$ cat config.mk
export PLATFORM = sky130hd
export DESIGN_NAME = bin2bcd_seq_flat
export DESIGN_NICKNAME = d
export VERILOG_FILES = /design/src/rtl/bin2bcd_seq_if.sv /design/src/rtl/bin2bcd_seq.sv /design/src/flat_wrapper.sv
export SDC_FILE = /design/constraint.sdc
export NUM_CORES = 1
export LEC_CHECK = 0
export CELL_PAD_IN_SITES_DETAIL_PLACEMENT = 0
export CELL_PAD_IN_SITES_GLOBAL_PLACEMENT = 1
export CORE_UTILIZATION = 36
export DETAILED_ROUTE_END_ITERATION = 10
export PLACE_DENSITY_LB_ADDON = 0.25
export SKIP_CTS_REPAIR_TIMING = 1
export SLEW_MARGIN = 10
export SYNTH_ARGS = -nofsm -noshare
export SYNTH_HDL_FRONTEND = slang
export SYNTH_SLANG_ARGS = --single-unit
$ cat constraint.sdc
create_clock -name clk -period 1.41 [get_ports clk]
set_input_delay 0.3525 -clock clk [delete_from_list [all_inputs] [get_ports clk]]
set_output_delay 0.3525 -clock clk [all_outputs]
set_load 0.02 [all_outputs]
$ cat src/rtl/bin2bcd_seq_if.sv
`default_nettype none
// ============================================================================
// Module      : bin2bcd_seq_if
// Description : Request/result bundle for the sequential binary-to-BCD converter.
// Revision    : 1.0 - initial release
// ============================================================================
interface bin2bcd_seq_if #(
    parameter int N_BITS = 8
);
    logic              start;
    logic [N_BITS-1:0] bin_in;
    logic              busy;
    logic              done;
    logic [3:0]        bcd2;
    logic [3:0]        bcd1;
    logic [3:0]        bcd0;

    modport master (
        output start, bin_in,
        input  busy, done, bcd2, bcd1, bcd0
    );

    modport slave (
        input  start, bin_in,
        output busy, done, bcd2, bcd1, bcd0
    );
endinterface
`default_nettype wire

$ cat src/rtl/bin2bcd_seq.sv
`default_nettype none
// ============================================================================
// Module      : bin2bcd_seq
// Description : Sequential double-dabble converter, one bit per clock, with
//               result digits held stable until each conversion completes.
// Revision    : 1.0 - initial release
// ============================================================================
module bin2bcd_seq #(
    parameter int N_BITS = 8
) (
    input  wire logic     clk,
    input  wire logic     rst,
    bin2bcd_seq_if.slave  bus
);
    localparam int              CW     = $clog2(N_BITS + 1);
    localparam logic [0:0]      S_IDLE = 1'b0;
    localparam logic [0:0]      S_CONV = 1'b1;
    localparam logic [CW-1:0]   C_N    = CW'(N_BITS);
    localparam logic [CW-1:0]   C_ONE  = CW'(1);

    logic [0:0]           r_state;
    logic [0:0]           w_next_state;
    logic [N_BITS-1:0]    r_bin;
    logic [11:0]          r_acc;
    logic [CW-1:0]        r_cnt;
    logic [11:0]          r_bcd;
    logic                 r_done;

    logic [11:0]          w_adj;
    logic [11+N_BITS:0]   w_shift;
    logic [11:0]          w_acc_next;
    logic [N_BITS-1:0]    w_bin_next;
    logic                 w_last;
    logic                 w_busy;
    logic                 w_accept;
    logic                 w_finish;

    generate
        for (genvar gi = 0; gi < 3; gi++) begin : g_nibble
            assign w_adj[4*gi +: 4] = (r_acc[4*gi +: 4] >= 4'd5) ?
                                      (r_acc[4*gi +: 4] + 4'd3) : r_acc[4*gi +: 4];
        end
    endgenerate

    // The adjusted accumulator and binary register shift as one vector.
    assign w_shift    = {w_adj, r_bin} << 1;
    assign w_acc_next = w_shift[N_BITS +: 12];
    assign w_bin_next = w_shift[N_BITS-1:0];
    assign w_last     = (r_cnt == C_ONE);

    always_ff @(posedge clk) begin
        if (rst) begin
            r_state <= S_IDLE;
        end else begin
            r_state <= w_next_state;
        end
    end

    always_comb begin
        w_next_state = r_state;
        case (r_state)
            S_IDLE:  if (bus.start) w_next_state = S_CONV;
            S_CONV:  if (w_last)    w_next_state = S_IDLE;
            default: w_next_state = S_IDLE;
        endcase
    end

    always_comb begin
        w_busy   = 1'b0;
        w_accept = 1'b0;
        w_finish = 1'b0;
        case (r_state)
            S_IDLE: w_accept = bus.start;
            S_CONV: begin
                w_busy   = 1'b1;
                w_finish = w_last;
            end
            default: ;
        endcase
    end

    always_ff @(posedge clk) begin
        if (rst) begin
            r_bin  <= '0;
            r_acc  <= '0;
            r_cnt  <= '0;
            r_bcd  <= '0;
            r_done <= 1'b0;
        end else begin
            r_done <= w_finish;
            if (w_accept) begin
                r_bin <= bus.bin_in;
                r_acc <= '0;
                r_cnt <= C_N;
            end else if (w_busy) begin
                r_acc <= w_acc_next;
                r_bin <= w_bin_next;
                r_cnt <= r_cnt - C_ONE;
            end
            // Digits change only here, so the display never sees partial sums.
            if (w_finish) begin
                r_bcd <= w_acc_next;
            end
        end
    end

    assign bus.busy = w_busy;
    assign bus.done = r_done;
    assign bus.bcd2 = r_bcd[11:8];
    assign bus.bcd1 = r_bcd[7:4];
    assign bus.bcd0 = r_bcd[3:0];
endmodule
`default_nettype wire

$ cat src/flat_wrapper.sv
// flat-port wrapper written by rule: the top's interface ports become plain ports
module bin2bcd_seq_flat 
#(
    parameter int N_BITS = 8
)
  (clk, rst, bus_start, bus_bin_in, bus_busy, bus_done, bus_bcd2, bus_bcd1, bus_bcd0);
  bin2bcd_seq_if #(.N_BITS(N_BITS)) bus_i ();
  input  wire logic clk;
  input  wire logic rst;
  input wire logic [$bits(bus_i.start)-1:0] bus_start;
  input wire logic [$bits(bus_i.bin_in)-1:0] bus_bin_in;
  output wire logic [$bits(bus_i.busy)-1:0] bus_busy;
  output wire logic [$bits(bus_i.done)-1:0] bus_done;
  output wire logic [$bits(bus_i.bcd2)-1:0] bus_bcd2;
  output wire logic [$bits(bus_i.bcd1)-1:0] bus_bcd1;
  output wire logic [$bits(bus_i.bcd0)-1:0] bus_bcd0;
  assign bus_i.start = bus_start;
  assign bus_i.bin_in = bus_bin_in;
  assign bus_busy = bus_i.busy;
  assign bus_done = bus_i.done;
  assign bus_bcd2 = bus_i.bcd2;
  assign bus_bcd1 = bus_i.bcd1;
  assign bus_bcd0 = bus_i.bcd0;
  bin2bcd_seq #(.N_BITS(N_BITS)) u_core (.clk(clk), .rst(rst), .bus(bus_i));
endmodule
# [Yosys cells after proc, flatten, opt, wreduce, memory -nomap -nowiden]
# Cells that the tools add are included.
[classes] n_addsub=4 order_cmp=3 eq_ne=1 muxes=13 bitwise=1 n_reduce_logical=2
[ops] operator="$mux 4" n=4
[ops] operator="$mux 8" n=2
[ops] operator="$ge 4x3->1 const B" n=3
[ops] operator="$add 4x2->4 const B" n=2
[ops] operator="$mux 1" n=5
[ops] operator="$eq 4x1->1 const B" n=1
[ops] operator="$sub 4x1->4 const B" n=1
[ops] operator="$add 3x2->3 const B" n=1
[ops] operator="$mux 3" n=1
[ops] operator="$pmux 1 s2" n=1
[ops] operator="$reduce_bool 2->1" n=1
[ops] operator="$reduce_or 2->1" n=1
[ops] operator="$not 1->1" n=1
[word_totals] register_bits=38 inputBits=11 output_inout_bits=14 word_cells=31

# [Logic depth before layout (Yosys ltp)]
[depth] ltp_word=3 mapped_depth=7 ltp_nobuf=6

# [Least setup slack after synthesis]
# No wires, ideal clock.
[synth_timing] path_type="register -> register" from="register u_core.r_state" to="register u_core.r_bcd[9]" setup_time_ps=117 arrival_ps=1230 t_required_ps=1293 setup_slack_ps=63 path_stages_with_launch=6 n_path_buf=2 synth_period_minus_slack_ps=1347 path_cell_list="dfxtp_1 buf_2 and4bb_4 nor2_2 buf_6 a22o_1"
[synth_via] elab_chain_len=1
[synth_lines] item="start, declared" line_no="bin2bcd_seq.sv:21" text="logic [0:0] r_state;"
[synth_lines] item="start signal, assigned" line_no="bin2bcd_seq.sv:55" text="r_state <= w_next_state;"
[synth_lines] item="$mux 1" line_no="bin2bcd_seq.sv:72" text="case (r_state)"
[synth_lines] item="end signal, assigned" line_no="bin2bcd_seq.sv:102" text="r_bcd <= w_acc_next;"
[synth_lines] item="end, declared" line_no="bin2bcd_seq.sv:26" text="logic [11:0] r_bcd;"
# Every way passes these cells.
# A chain may end at the register's enable or synchronous reset.

# [Final worst setup path]
[layout_timing] from="register u_core.r_acc[1]" to="register u_core.r_bcd[2]"
[layout_via] elab_chain_len=2 elab_cells_between_ends=3 classes_between="add/sub (1); order compare (1); mux (1)"
[layout_lines] item="start, declared" line_no="bin2bcd_seq.sv:24" text="logic [11:0] r_acc;"
[layout_lines] item="start signal, assigned" line_no="bin2bcd_seq.sv:96" text="r_acc <= w_acc_next;"
[layout_lines] item="$add 4x2->4 / $ge 4x3->1 (equally long branches)" line_no="bin2bcd_seq.sv:41, bin2bcd_seq.sv:40"
[layout_lines] item="$mux 4 *" line_no="bin2bcd_seq.sv:40" text="assign w_adj[4*gi +: 4] = (r_acc[4*gi +: 4] >= 4'd5) ?"
# Mark *: on every way between the ends. The rest lies on a longest branch, timed or not.

==> impl_metrics.ini <==
[worst_hold_path]
min_to = u_core.r_bcd[8]$_SDFFE_PP0P_
hold_class = flop to flop
min_from = u_core.r_bcd[8]$_SDFFE_PP0P_
hold_depth = 2

[synthesis]
syn_avg_cell_area_um2 = 8.73
synth_top_family_by_area = compound AO/OA/AOI/OAI gates
syn-num-nets = 219
syn_inst = 200
synth_xor_area_share_pct = 3.01
yosys_register_bits = 38
synth_top_area_share_pct = 43.6
synth_area_um2 = 1750
synth_mux_area_share_pct = 6.88
synth_area_leaders = dfxtp_1 (44%), mux2i_1 (6.9%), ha_1 (5.7%)
synth_top_area_cell = dfxtp_1
seq_area_frac_synth_pct = 43.6
synthSimpleGateAreaFrac_pct = 17.0
ys_types = 31
synthAdderAreaFrac_pct = 5.73
synth_compound_area_share_pct = 18.3
yosysWarnings = 0

[drt]
wl_met2_mm = 1.71
routed-wl-met3_um = 128
avgRoutedWirePerCell_um = 12.7
drtIter0Drc = 69
drc = 0
top_layer_used = met4
drt_wl_total_mm = 3.80
first_pass_iters = 4
vias_per_cell = 4.97
dr_total_vias = 1485
ant_nets = 0
routedLengthMet1_mm = 1.87

[setup_path]
crit_type = flop to flop
cp_top_family = flip-flops
ff2ff_setup_slack_ns = 0.03
critPathRequiredTime_ns = 1.59
regToRegStartpoint = u_core.r_acc[1]$_SDFFE_PP0P_
worstPathCellList = inv_1 > ha_1 > nand2b_1 > a21oi_4 > mux2i_1 > o21ai_0
max_stage_delay_ns = 0.33
cp_slowest_cell = dfxtp_2
crit_buf_inv = 1
reg2reg_depth = 6
rr_endpoint = u_core.r_bcd[2]$_SDFFE_PP0P_
path_depth = 6
crit_arrival_ns = 1.56
path_max_fanout = 3
start_kind = flop
cp-end-kind = flop

[clock_network]
cts_buffers = 5
path_clk_slew_ns = 0.08
cts-htree-levels = 2
cts_root_buf = clkbuf_8
clkLatencyLatePin_ns = 0.29
cts_sinks = 38
cts_buffer_depth = 2
cts_tree = built

[floorplanning]
die_w_um = 71.7
rows = 24
initial_core_util_pct = 38.8
core_area_um2 = 4500
pin_count = 25
dieArea_um2 = 5130
die_h_um = 71.7

[timing]
relSlewSlack_pct = 78.8
fin_crit_sh_pct = 98.2
hold_viol_final = 0
finalWorstSetupSlack_ns = 0.0251
setup_viol = 0
slew_violations = 0
fmax_ghz = 0.722
finalCriticalPeriod_ns = 1.38
worst_pin_slew_ns = 0.317
fin_skew_ns = 0.00742

[layout]
diodes = 0
multi_input_area_um2 = 986
fill_cells = 422
drive_gt1_share_pct = 21.5
area_growth_pct = 39.1
postLayoutCellArea_um2 = 2430
fin_nets = 265
ff_latch_area_um2 = 767

[flow_run]
drv_cap = 0

[global_route]
grt_pass1_wl_mm = 6.52
antenna_found_initial = 0
first_global_vias = 1439
grt_start_max_net_pins = 21
grtUsageTotal_pct = 16.5
grt_overflow = 0

[power_and_ir_drop]
powerDensity_nw_per_um2 = 911
power.total_mw = 2.21
static-leakage-power_nw = 1.21
ir_drop_uv = 523

[outcome]
status = completed

[placement]
place_congestion = 0.763
place_area_um2 = 2190
portBuffers = 24
dp_worst_setup_slack_ns = -0.166
dp_hpwl_mm = 2.55
==> where the power goes <==
part	total (mW)	switching (mW)	internal, mW
Combinational	0.312	0.155	0.157
Clock	0.770	0.375	0.394
Sequential	1.13	0.0256	1.11
==> worst min-delay path, stage by stage, from the launching register on <==
cell     delay [ns]
dfxtp_1        0.32
nand2_1        0.04
o21ai_0        0.05
==> final cells by class <==
type                            instances  share of cell area (%)
Multi-Input combinational cell        140                    40.6
Sequential cell                        38                    31.6
Timing Repair Buffer                   48                    19.3
Clock buffer                            7                    3.55
Tap cell                               52                    2.68
Inverter                               13                    2.16
Clock inverter                          1                   0.206
==> metal layers <==
metal  vias to the layer above  global-route usage (%)
met1                       673                    21.2
li1                        776                       -
met2                        29                    26.1
met5                         -                       0
met4                         0                    8.50
met3                         7                    3.52
==> metrics by stage <==
stage / setup TNS, ns / utilization (%) / instances / hold WS, ns
2_1_floorplan: 0 / - / 200 / 0.458
3_3_place_gp: -2.84 / 48.6 / 290 / 0.437
3_5_place_dp: -2.47 / 48.6 / 290 / 0.441
4_1_cts: -2.69 / 50.6 / 298 / 0.460
5_1_grt: -0.0230 / 53.9 / 299 / 0.473
6_report: 0 / 53.9 / 299 / 0.447
==> cell usage after synthesis <==
library cell and count:
o21a_1 1, buf_2 5, nand2b_2 1, inv_1 13
xnor2_1 5, and3_1 2, nor3_1 7, o21ai_1 2
nor2_1 22, nor2_2 1, nor2b_1 3, o2bb2ai_1 2
buf_6 1, a221oi_1 1, xor2_1 1, nand2b_1 3
a31oi_1 2, o21ai_0 13, a21o_1 3, a21oi_2 3
and4bb_4 1, mux2i_1 12, nor3b_1 3, nand3_1 3
dfxtp_1 38, ha_1 8, nand2_1 16, a22o_1 4
a21oi_1 17, a211oi_1 4, clkbuf_1 3
==> cells in the final DEF, fill, tap and decap left out, types with 3 or more instances in the layout <==
master and instances:
nor2_1 22, a22o_1 4, a21oi_1 17, nand2_1 16, dfxtp_2 5, a211oi_1 3
o21ai_0 13, mux2i_1 12, dfxtp_1 33, a21o_1 3, inv_1 11, nor3_1 7
a21oi_4 3, clkdlybuf4s50_1 10, ha_1 7, nand3_1 3, xnor2_2 3, dlymetal6s2s_1 14
clkbuf_8 6, nor2b_1 3, buf_4 23
==> sequential cells by signal, summed over array words and instances (netlist names) <==
signal and cells:
u_core.r_state 1, u_core.r_bin 8, u_core.r_cnt 4, u_core.bus.done 1, u_core.r_bcd 12, u_core.r_acc 12
==> cell families after synthesis <==
logic type / Yosys count
multiplexers: 12
AO/OA/AOI/OAI: 52
buffers and inverters: 22
adder cells (fa/ha/maj): 8
flip-flops: 38
XOR/XNOR: 6
AND/OR/NAND/NOR: 62
==> worst max path at each step <==
stage	startpoint	endpoint	slack, ns
5_1_grt	u_core.r_acc[1]$_SDFFE_PP0P_	u_core.r_bcd[2]$_SDFFE_PP0P_	-0.02
6_report	u_core.r_acc[1]$_SDFFE_PP0P_	u_core.r_bcd[2]$_SDFFE_PP0P_	0.03
4_1_cts	u_core.r_state$_SDFF_PP0_	bus_busy	-0.33
3_5_place_dp	bus_start	u_core.r_bin[4]$_SDFFE_PP0P_	-0.17
2_1_floorplan	u_core.r_state$_SDFF_PP0_	u_core.r_bcd[9]$_SDFFE_PP0P_	0.06
3_3_place_gp	bus_start	u_core.r_bin[3]$_SDFFE_PP0P_	-0.15
(Power assumes the default switching activity.)
